--- src/rtl/hazard_unit_pkg.sv ---
// Shared constants and forwarding-select helper for the pipeline hazard unit.
`default_nettype none

package hazard_unit_pkg;

   localparam logic [1:0] FWD_RF  = 2'b00;
   localparam logic [1:0] FWD_WB  = 2'b01;
   localparam logic [1:0] FWD_MEM = 2'b10;

   localparam logic [3:0] REG_PC  = 4'd15;

   // Memory stage wins over writeback; the PC is never forwarded.
   function automatic logic [1:0] fwdSel(
      input logic [3:0] srcE,
      input logic [3:0] wa3M,
      input logic [3:0] wa3W,
      input logic       regWriteM,
      input logic       regWriteW,
      input logic       ignoreSrc
   );
      logic [1:0] sel;
      sel = FWD_RF;
      if (srcE != REG_PC && !ignoreSrc) begin
         if (regWriteM && wa3M == srcE)
            sel = FWD_MEM;
         else if (regWriteW && wa3W == srcE)
            sel = FWD_WB;
      end
      return sel;
   endfunction

endpackage

`default_nettype wire

--- src/rtl/hazard_unit_sat_counter.sv ---
// +----------------------------------------------------------------+
// | sat_counter : enable-driven event counter, saturates at max    |
// | rev 1.0                                                        |
// +----------------------------------------------------------------+
`default_nettype none

module sat_counter #(
   parameter int WIDTH = 16
) (
   input  logic             clk,
   input  logic             reset,
   input  logic             en,
   output logic [WIDTH-1:0] count
);

   always_ff @(posedge clk or posedge reset) begin
      if (reset)
         count <= '0;
      else if (en && count != {WIDTH{1'b1}})
         count <= count + 1'b1;
   end

endmodule

`default_nettype wire

--- src/rtl/hazard_unit.sv ---
// +----------------------------------------------------------------+
// | hazard_unit : stall/flush/forward generation with event counts |
// | rev 1.0                                                        |
// +----------------------------------------------------------------+
`default_nettype none

module hazard_unit
   import hazard_unit_pkg::*;
#(
   parameter int CNT_W = 16
) (
   input  logic             clk,
   input  logic             reset,
   input  logic [3:0]       RA1D,
   input  logic [3:0]       RA2D,
   input  logic [3:0]       WA3D,
   input  logic             IgRnE,
   input  logic             MemtoRegE,
   input  logic             RegWriteM,
   input  logic             RegWriteW,
   input  logic             PCSrcD,
   input  logic             PCSrcE,
   input  logic             PCSrcM,
   input  logic             PCSrcW,
   input  logic             BranchTakenE,
   output logic [1:0]       ForwardAE,
   output logic [1:0]       ForwardBE,
   output logic             StallF,
   output logic             StallD,
   output logic             FlushD,
   output logic             FlushE,
   output logic [CNT_W-1:0] StallCount,
   output logic [CNT_W-1:0] FlushCount
);

   logic [3:0] r_RA1E, r_RA2E, r_WA3E, r_WA3M, r_WA3W;
   logic       w_ldrStall;
   logic       w_pcWrPendingF;

   // Register numbers follow the instruction; E/M/W never stall.
   always_ff @(posedge clk or posedge reset) begin
      if (reset) begin
         r_RA1E <= '0;
         r_RA2E <= '0;
         r_WA3E <= '0;
         r_WA3M <= '0;
         r_WA3W <= '0;
      end else begin
         if (FlushE) begin
            r_RA1E <= '0;
            r_RA2E <= '0;
            r_WA3E <= '0;
         end else begin
            r_RA1E <= RA1D;
            r_RA2E <= RA2D;
            r_WA3E <= WA3D;
         end
         r_WA3M <= r_WA3E;
         r_WA3W <= r_WA3M;
      end
   end

   always_comb begin
      ForwardAE      = fwdSel(r_RA1E, r_WA3M, r_WA3W, RegWriteM, RegWriteW, IgRnE);
      ForwardBE      = fwdSel(r_RA2E, r_WA3M, r_WA3W, RegWriteM, RegWriteW, 1'b0);
      w_ldrStall     = MemtoRegE && (RA1D == r_WA3E || RA2D == r_WA3E);
      w_pcWrPendingF = PCSrcD | PCSrcE | PCSrcM;
      StallF         = w_ldrStall | w_pcWrPendingF;
      StallD         = w_ldrStall;
      FlushD         = w_pcWrPendingF | PCSrcW | BranchTakenE;
      FlushE         = w_ldrStall | BranchTakenE;
   end

   sat_counter #(.WIDTH(CNT_W)) u_stallCnt (
      .clk   (clk),
      .reset (reset),
      .en    (StallF),
      .count (StallCount)
   );

   sat_counter #(.WIDTH(CNT_W)) u_flushCnt (
      .clk   (clk),
      .reset (reset),
      .en    (FlushE),
      .count (FlushCount)
   );

endmodule

`default_nettype wire

--- config.mk ---
export PLATFORM = sky130hd
export DESIGN_NAME = hazard_unit
export DESIGN_NICKNAME = d
export VERILOG_FILES = /design/src/rtl/hazard_unit_pkg.sv /design/src/rtl/hazard_unit_sat_counter.sv /design/src/rtl/hazard_unit.sv
export SDC_FILE = /design/constraint.sdc
export NUM_CORES = 1
export LEC_CHECK = 0
export ABC_AREA = 1
export CAP_MARGIN = 40
export CORE_MARGIN = 2
export CORE_UTILIZATION = 52
export CTS_CLUSTER_SIZE = 14
export DETAILED_ROUTE_END_ITERATION = 8
export PLACE_DENSITY_LB_ADDON = 0.05
export REMOVE_ABC_BUFFERS = 1
export SLEW_MARGIN = 20
export SYNTH_ARGS = -nofsm -noshare
export SYNTH_HDL_FRONTEND = slang
export SYNTH_HIERARCHICAL = 1
export SYNTH_SLANG_ARGS = --single-unit
--- constraint.sdc ---
create_clock -name clk -period 1.77 [get_ports clk]
set_input_delay 0.4425 -clock clk [delete_from_list [all_inputs] [get_ports clk]]
set_output_delay 0.4425 -clock clk [all_outputs]
set_load 0.05 [all_outputs]
==> out/results.tsv, run 1 <==
metric	value	unit
run status	finished, violations left	
violated checks	setup timing	
max_cap viols	0	
Area Overhead vs Synth	48.00	%
Iter 0 DRT Violations	195	
Tmin final	1993	ps
CTS Root Cell	clkbuf_8	
quantity of I/O buffers inserted on ports	62	
htree depth	2	
clk sinks	52	
delay of the slowest cell on the worst path	450	ps
CTS max path bufs	2	
WL/cell	13.22	µm
critical path's slowest cell	dfrtp_2	
Post-Place Cells	594	
NumNets Final	560	
hold-critical path depth	0	
Setup Skew	7.507	ps
CP bufs+invs	2	
crit end category	output port	
CTS Hold Bufs	0	
Distinct cells, synth	24	
Die ar.	0.006793	mm²
layout cells sized above 1	33.27	%
final slew viol count	0	
Post-synth EDFFs	0	
WS Path Type	reg -> out	
top-count cell post-synth	nand2_1	
Num CTS Buffers	5	
Worst path depth	7	
Final Hold Vio Count	0	
remaining antenna violation count	0	
Critical Path Start Type	flop	
Mapped Cells	436	
Post-route DRC	0	
IO Count	63	
largest net degree at the start of global routing	21	
FFs w/ async S/R, synth	100.0	%
Skew-Pair Late Insertion Delay	300	ps
Yosys top cell area share	40.69	%
post-route setup TNS	-2213	ps
Total Routing Usage GR	24.26	%
antenna diode count	0	
Power Dens Cells	1010	mW/mm²
RePlAce Congestion	0.8692	
Hold WS	390.8	ps
largest area contributor in the netlist	dfrtp_1	
Tightest Pin Transition	313.4	ps
# rows	28	
number of global-route vias before repair	2842	
FF+latch count, synth	52	
Critical Path RT	1330	ps
initial core utilization	54.02	%
CP max FO	5	
Main synth FF type	dfrtp_1	
Worst-path clk slew	80	ps
via count	3111	
first-pass GRT wire length	12.54	mm
post-layout util	79.95	%
period utilization	112.6	%
Die Wd	82.42	µm
Critical Path AT	1550	ps
final wirelength	8.067	mm
DIE HEIGHT	82.42	µm
CP Cell Sequence	nand2_1, o21ai_1, nor2_1, nand4_1, nor3_2, buf_4, buf_12	
synth top area cells	dfrtp_1, nand2_1, inv_1	
DP HPWL	5.616	mm
most frequent cells after synthesis	nand2_1, inv_1, dfrtp_1, nor2_1, nand3_1	
unrepaired setup endpoints after global routing	true	
worst min path class	reg -> reg	
register area share after synthesis	40.69	%
Worst VDD drop	1.023	mV
Slew Limit Headroom	78.89	%
CTS tree	done	
reg2reg path depth	17	
Vias/cell	5.100	
Placeable Area	0.005921	mm²
Area after DPL	0.004355	mm²
fin cells	610	
Mapped Area	0.003198	mm²
initial antenna violation count	0	
Pleak	2.254	nW
total grt overflow	0	
drt pass-1 iters	4	
fmax	501.7	MHz
Finished Cell Area	0.004733	mm²
Synth Warn #	6	
Setup WS post-layout	-223.1	ps
CP top delay family	simple AND/OR/NAND/NOR gates	
Avg Cell Area, Syn	7.335	µm²
final setup fails	21	
==> final timing paths <==
path | startpoint | to | slack (ps)
setup reg to reg | r_WA3E[0]$_DFF_PP0_ | u_stallCnt/count[13]$_DFFE_PP0P_ | -140
hold / removal | r_WA3M[3]$_DFF_PP0_ | r_WA3W[3]$_DFF_PP0_ | 390
setup / recovery | r_WA3M[0]$_DFF_PP0_ | ForwardBE[1] | -220
min in group asynchronous | reset | u_stallCnt/count[10]$_DFFE_PP0P_ | 510
hold reg to reg | r_WA3M[3]$_DFF_PP0_ | r_WA3W[3]$_DFF_PP0_ | 390
max in group asynchronous | reset | r_WA3M[0]$_DFF_PP0_ | 1020
==> area by class of cell <==
type	instances	area (µm²)
Tap cell	75	93.84
Timing Repair Buffer	95	1229
Multi-Input combinational cell	324	1792
Inverter	57	220.2
Fill cell	423	1187
Clock buffer	7	96.34
Sequential cell	52	1303
==> registers in the layout (all words and copies together), names as in the netlist <==
name / count
r_RA1E: 4
r_RA2E: 4
r_WA3E: 4
r_WA3M: 4
r_WA3W: 4
u_flushCnt/count: 16
u_stallCnt/count: 16
==> layout by cell type (no fill, tap or decap) <==
cell and count:
nand2_4 9, xor2_1 10, xnor2_1 7, o21bai_4 1, clkdlybuf4s50_1 8, nor3_1 1
buf_8 1, nor3_2 5, clkbuf_16 2, nand3_1 18, buf_4 32, clkbuf_8 7
nand4_1 12, o21ai_1 12, inv_4 1, inv_2 10, ha_1 1, dlygate4sd2_1 13
o22ai_1 1, nor2_2 23, nand2_2 21, buf_6 5, ha_2 1, dfrtp_1 51
o21ai_0 1, inv_1 45, dlymetal6s2s_1 1, nor2_1 34, a21oi_1 2, buf_12 33
nand3b_1 4, nand3_2 1, dfrtp_2 1, o21ai_2 12, clkinvlp_4 1, nor2_4 12
nand2_1 136
==> through the flow <==
step                      setup slack [ps]  power (mW)
after global placement              -427.6       3.895
after CTS                           -223.3       4.685
after global routing                -321.9       5.025
final                               -223.1       4.781
after detailed placement            -464.7       3.935
after floorplan                     -418.0       2.951
==> power by group <==
part	total, mW	switching, mW	internal (mW)	leakage [nW]
combinational	2.35	1.35	0.995	1.53
sequential	1.71	0.329	1.38	0.675
clock	0.720	0.371	0.349	0.0503
==> worst reg2reg max path, cell delays in order, from the launching register on <==
cell and delay (ps):
dfrtp_1 410, inv_1 70, nand2_1 60, nand2_1 50, nor2_1 90, nand2_1 60, nand2_1 80, nand2_2 90
nand2_2 90, buf_4 110, buf_6 90, clkinvlp_4 130, nor2_1 130, nand2_1 80, nor2_2 110, nand3_1 80
nand2_1 70, inv_1 30
==> metal layers <==
metal | vias up | GRT usage, % | wire length, µm
li1 | 1545 | - | -
met1 | 1487 | 28.66 | 3253
met2 | 65 | 44.92 | 4383
met3 | 14 | 3.478 | 270
met4 | 0 | 7.833 | 159
met5 | - | 0 | 0
==> what timing repair did <==
item | in CTS | in global routing
gates cloned | 1 | 1
endpoints found under the setup margin | 36 | 39
setup buffers | 3 | 4
pin swaps | 19 | 25
gates resized for setup | 36 | 46
==> cells by family (layout without fill, tap and decap cells) <==
kind of cell    count (synthesis)  in the layout  share of synthesized area (%)
xor+xnor                       17             17                          4.656
flops                          52             52                          40.69
fa+ha+maj                       2              2                         0.7823
compound gates                 29             29                          6.064
buf+inv                        60            159                          8.255
simple gates                  276            276                          39.55
No activity file was read; power rests on OpenSTA's default activity.
==> inputs of run 2 (changes only) <==
CORE_MARGIN = 3   (was 2)
SKIP_CTS_REPAIR_TIMING = 1   (was unset)
==> run 2 against run 1 <==
  * The run still ends with setup timing left
  * Non-clock buffer count fell by 1
  * Utilization rose by 2.1 points
  * Final area shrank 0.40%
  * Critical path depth grew 3
  * Worst hold slack lost 3.0 ps
  * Sequential share of layout area is 0.14 points higher
  * Wire length is 3.7% higher
  * Global-route usage shrank 2.3 points
  * First-iteration DRC count fell by 19%
  * Clock power down 5.1%
  * Flip-flop and latch count did not move
  * Setup slack worse by 40 ps
==> out/results.tsv, run 2 (synthesis gave the netlist of run 1 again) <==
metric	value	unit
run status	finished, violations left	
violated checks	setup timing	
fin cells	607	
Internal Power	2.637	mW
Pleak	2.302	nW
Finished Cell Area	0.004715	mm²
Tightest Pin Transition	321.3	ps
final wirelength	8.365	mm
final slew viol count	0	
RePlAce Congestion	0.8753	
Num CTS Buffers	5	
htree depth	2	
Iter 0 DRT Violations	157	
period utilization	114.8	%
remaining antenna violation count	0	
Worst R2R End	u_stallCnt/count[13]$_DFFE_PP0P_	
WS Path Type	reg -> out	
crit path to	FlushE	
Setup WS post-layout	-262.7	ps
DP Worst Slack	-549.7	ps
Die Wd	84.42	µm
Design Power	4.685	mW
Critical Path AT	1590	ps
reg2reg start	r_WA3E[1]$_DFF_PP0_	
Clk network pwr share	14.6	%
Final Hold Vio Count	0	
R2R Setup Slk	-60	ps
most frequent cells in the layout	nand2_1, dfrtp_1, inv_1	
clk sinks	52	
Worst-path clk slew	100	ps
unrepaired setup endpoints after global routing	true	
drt pass-1 iters	6	
CTS tree	done	
max_cap viols	0	
Skew-Pair Late Insertion Delay	310	ps
Placeable Area	0.005743	mm²
total grt overflow	0	
initial core utilization	55.69	%
reg2reg path depth	16	
Critical Path RT	1330	ps
WL/cell	13.78	µm
CTS Root Cell	clkbuf_8	
Area Overhead vs Synth	47.42	%
Area after DPL	0.004392	mm²
Hold WS	387.8	ps
switching component of the power	2.048	mW
DP HPWL	5.944	mm
sequential share of power	36.6	%
IO Count	63	
initial antenna violation count	0	
Post-route DRC	0	
NumNets Final	559	
Post-Place Cells	593	
antenna diode count	0	
Critical Path Start Type	flop	
# rows	27	
Tmin final	2033	ps
Slew Limit Headroom	78.58	%
Setup Skew	10.74	ps
Worst VDD drop	0.9317	mV
worst min path class	reg -> reg	
sw frac	43.72	%
DIE HEIGHT	84.42	µm
via count	3207	
crit end category	output port	
Die ar.	0.007127	mm²
final setup fails	10	
number of global-route vias before repair	2929	
fmax	492.0	MHz
commonest non-fill, non-tap cell in the layout	nand2_1	
fill cell count	357	
CP max FO	4	
post-route setup TNS	-1483	ps
hold-critical path depth	0	
Top Registers	u_flushCnt/count (16), u_stallCnt/count (16)	
combinational group share of total power	48.8	%
worst setup path startpoint	r_WA3E[1]$_DFF_PP0_	
layout cells sized above 1	31.40	%
CTS max path bufs	2	
quantity of I/O buffers inserted on ports	62	
Total Routing Usage GR	21.92	%
Vias/cell	5.283	
Power Dens Cells	993.7	mW/mm²
post-layout util	82.09	%
first-pass GRT wire length	12.88	mm
largest net degree at the start of global routing	21	
run 2: cell types whose count changed in the layout (fill, tap and decap cells not counted), moves of 3 or more:
| cell | before | now |
|---|---|---|
| nand2_1 | 136 | 146 |
| dlygate4sd2_1 | 13 | 0 |
| buf_6 | 5 | 1 |
| inv_1 | 45 | 48 |
| nand2_4 | 9 | 1 |
| nor2_1 | 34 | 37 |
| dlymetal6s2s_1 | 1 | 14 |
run 2: worst min-delay path by stage:
| stage | from | to | slack [ps] |
|---|---|---|---|
| 6_report | r_WA3M[3]$_DFF_PP0_ | r_WA3W[3]$_DFF_PP0_ | 390 |
| 5_1_grt | r_WA3M[3]$_DFF_PP0_ | r_WA3W[3]$_DFF_PP0_ | 410 |
| 4_1_cts | r_WA3M[3]$_DFF_PP0_ | r_WA3W[3]$_DFF_PP0_ | 390 |
| 3_5_place_dp | r_WA3M[3]$_DFF_PP0_ | r_WA3W[3]$_DFF_PP0_ | 370 |
| 3_3_place_gp | r_WA3M[3]$_DFF_PP0_ | r_WA3W[3]$_DFF_PP0_ | 360 |
| 2_1_floorplan | r_WA3M[3]$_DFF_PP0_ | r_WA3W[3]$_DFF_PP0_ | 350 |
run 2: layout make-up:
type                    count  area [µm²]  share of cell area (%)
clock inverters             3       21.27                  0.4512
flip-flops and latches     52        1304                   27.65
well taps                  72       90.09                   1.911
inverters                  57       216.5                   4.591
clock buffers               5       68.82                   1.460
repair buffers             94        1280                   27.15
multi-input cells         324        1734                   36.78
run 2: power groups by stage:
stage / clock network (mW) / registers [mW] / logic, mW
after floorplan: 0 / 2.22 / 0.735
after global placement: 0 / 1.72 / 2.17
after detailed placement: 0 / 1.72 / 2.23
after CTS: 0.696 / 1.71 / 2.23
after global routing: 0.754 / 1.76 / 2.43
final: 0.683 / 1.72 / 2.29
run 2: layer usage:
metal	track usage [%]	share of wire, %	up-vias
li1	-	-	1539
met1	26.06	40	1536
met2	39.96	53	113
met3	4.514	5.8	19
met4	6.187	1.6	0
met5	0	0	-
run 2: critical path: stages, from the launching register on:
cell and delay, ps:
dfrtp_1 420, inv_1 80, nand2_1 60, nand2_1 60, nor2_1 100, nand2_1 50, nand2_1 60, nand2_2 90
nand2_4 110, buf_12 110, buf_12 120
==> inputs of run 3 (changes only) <==
TNS_END_PERCENT = 50   (was unset)
clock period = 2.3 ns   (was 1.77 ns; I/O delays follow)
==> run 3 against run 2 <==
  * The flow still finishes with violations (setup timing)
  * Flip-flop and latch count is the same
  * Worst hold slack gained 9.8 ps
  * Sequential power shrank 26%
  * Clock skew shrank 1.1 ps
  * Global-route usage is 0.30 points higher
  * Cell count fell by 1.8%
  * Die area unchanged
  * Clock power down 11%
  * Final area fell by 9.3%
  * Wire length decreased by 10%
  * Largest cell class unchanged
==> out/results.tsv, run 3 (synthesis gave the netlist of run 1 again) <==
metric	value	unit
Die ar.	0.007127	mm²
Setup Skew	9.679	ps
Setup WS post-layout	-56.86	ps
met1 global-route usage	26.63	%
first-pass GRT wire length	13.01	mm
Skew-Pair Late Insertion Delay	300	ps
Worst-path clk slew	90	ps
# rows	27	
period utilization	102.5	%
DIE HEIGHT	84.42	µm
sw frac	43.18	%
switching component of the power	1.462	mW
Pleak	2.065	nW
DP HPWL	5.804	mm
Post-Place Cells	586	
CP top delay family	buffers and inverters	
total grt overflow	0	
violated checks	setup timing	
Iter 0 DRT Violations	164	
Die Wd	84.42	µm
Clk network pwr share	18.0	%
commonest non-fill, non-tap cell in the layout	nand2_1	
NumNets Final	548	
final wirelength	7.523	mm
CTS Root Cell	clkbuf_8	
final slew viol count	0	
WL/cell	12.62	µm
RePlAce Congestion	0.8698	
initial antenna violation count	0	
delay of the slowest cell on the worst path	480	ps
Critical Path RT	1730	ps
Slew Limit Headroom	56.62	%
sequential share of power	37.8	%
Tmin final	2357	ps
Critical Path AT	1780	ps
Top Registers	u_flushCnt/count (16), u_stallCnt/count (16)	
unrepaired setup endpoints after global routing	true	
IO Count	63	
clk sinks	52	
run status	finished, violations left	
crit end category	output port	
post-route setup TNS	-56.86	ps
DP Worst Slack	-245.7	ps
critical path's slowest cell	clkdlybuf4s50_1	
max_cap viols	0	
CP max FO	2	
Worst VDD drop	0.8752	mV
combinational group share of total power	44.2	%
Design Power	3.386	mW
quantity of I/O buffers inserted on ports	62	
Num CTS Buffers	5	
Placeable Area	0.005743	mm²
via count	3004	
fmax	424.3	MHz
global route hottest layer	met2	
Final Hold Vio Count	0	
met3 Usage GRT	4.809	%
met2 Track Usage GR	39.17	%
drt pass-1 iters	4	
final setup fails	1	
most frequent cells in the layout	nand2_1, dfrtp_1, inv_1	
Internal Power	1.924	mW
Total Routing Usage GR	22.22	%
largest net degree at the start of global routing	21	
layout cells sized above 1	19.08	%
Tightest Pin Transition	650.0	ps
worst min path class	reg -> reg	
antenna diode count	0	
htree depth	2	
Post-route DRC	0	
CTS tree	done	
CTS max path bufs	2	
initial core utilization	55.69	%
Critical Path Start Type	input pin	
CP bufs+invs	2	
remaining antenna violation count	0	
CP Cell Sequence	clkdlybuf4s50_1, o21ai_0, a21oi_1, nand4_1, nor2_2, buf_12	
fin cells	596	
Area Overhead vs Synth	33.72	%
number of global-route vias before repair	3011	
WS Path Type	in -> out	
Power Dens Cells	791.8	mW/mm²
Vias/cell	5.040	
[run 3: area by class of cell]
class | count | area (µm²)
clock buffer | 6 | 72.57
clock inverter | 2 | 35.03
fill | 457 | 1466
inverter | 57 | 214.0
multi-input combinational | 324 | 1668
sequential | 52 | 1301
tap | 72 | 90.09
timing repair buffer | 83 | 895.9
[run 3: path summary, 6_finish.rpt]
| path | startpoint | endpoint | slack (ps) | depth (start not counted) |
|---|---|---|---|---|
| max in group asynchronous | reset | u_stallCnt/count[3]$_DFFE_PP0P_ | 1130 | 2 |
| min | r_WA3M[3]$_DFF_PP0_ | r_WA3W[3]$_DFF_PP0_ | 400 | 0 |
| min reg2reg | r_WA3M[3]$_DFF_PP0_ | r_WA3W[3]$_DFF_PP0_ | 400 | 0 |
| min in group asynchronous | reset | r_WA3E[0]$_DFF_PP0_ | 670 | 3 |
| max | RegWriteW | ForwardBE[0] | -60 | 6 |
| max reg2reg | r_WA3E[1]$_DFF_PP0_ | u_flushCnt/count[13]$_DFFE_PP0P_ | 430 | 16 |
[run 3: through the flow]
stage | utilization [%] | hold WS, ps | cell area [µm²]
final | 74.47 | 397.7 | 4277
after global routing | 74.47 | 416.5 | 4277
after CTS | 73.16 | 404.6 | 4202
after detailed placement | 71.29 | 372.9 | 4094
after global placement | 71.29 | 376.3 | 4094
after floorplan | - | 353.7 | 3148
[run 3: power groups by stage]
stage,clock (mW),sequential [mW],combinational (mW)
finish,0.611,1.28,1.50
global route,0.677,1.32,1.61
CTS,0.637,1.28,1.50
detailed placement,0,1.30,1.49
global placement,0,1.29,1.46
floorplan,0,1.71,0.565
[run 3: per-layer routing]
metal / wire [µm] / vias up / part of all wire (%)
li1: - / 1523 / -
met1: 3205 / 1394 / 43
met2: 3816 / 77 / 51
met3: 378 / 10 / 5.0
met4: 123 / 0 / 1.6
met5: 0 / - / 0
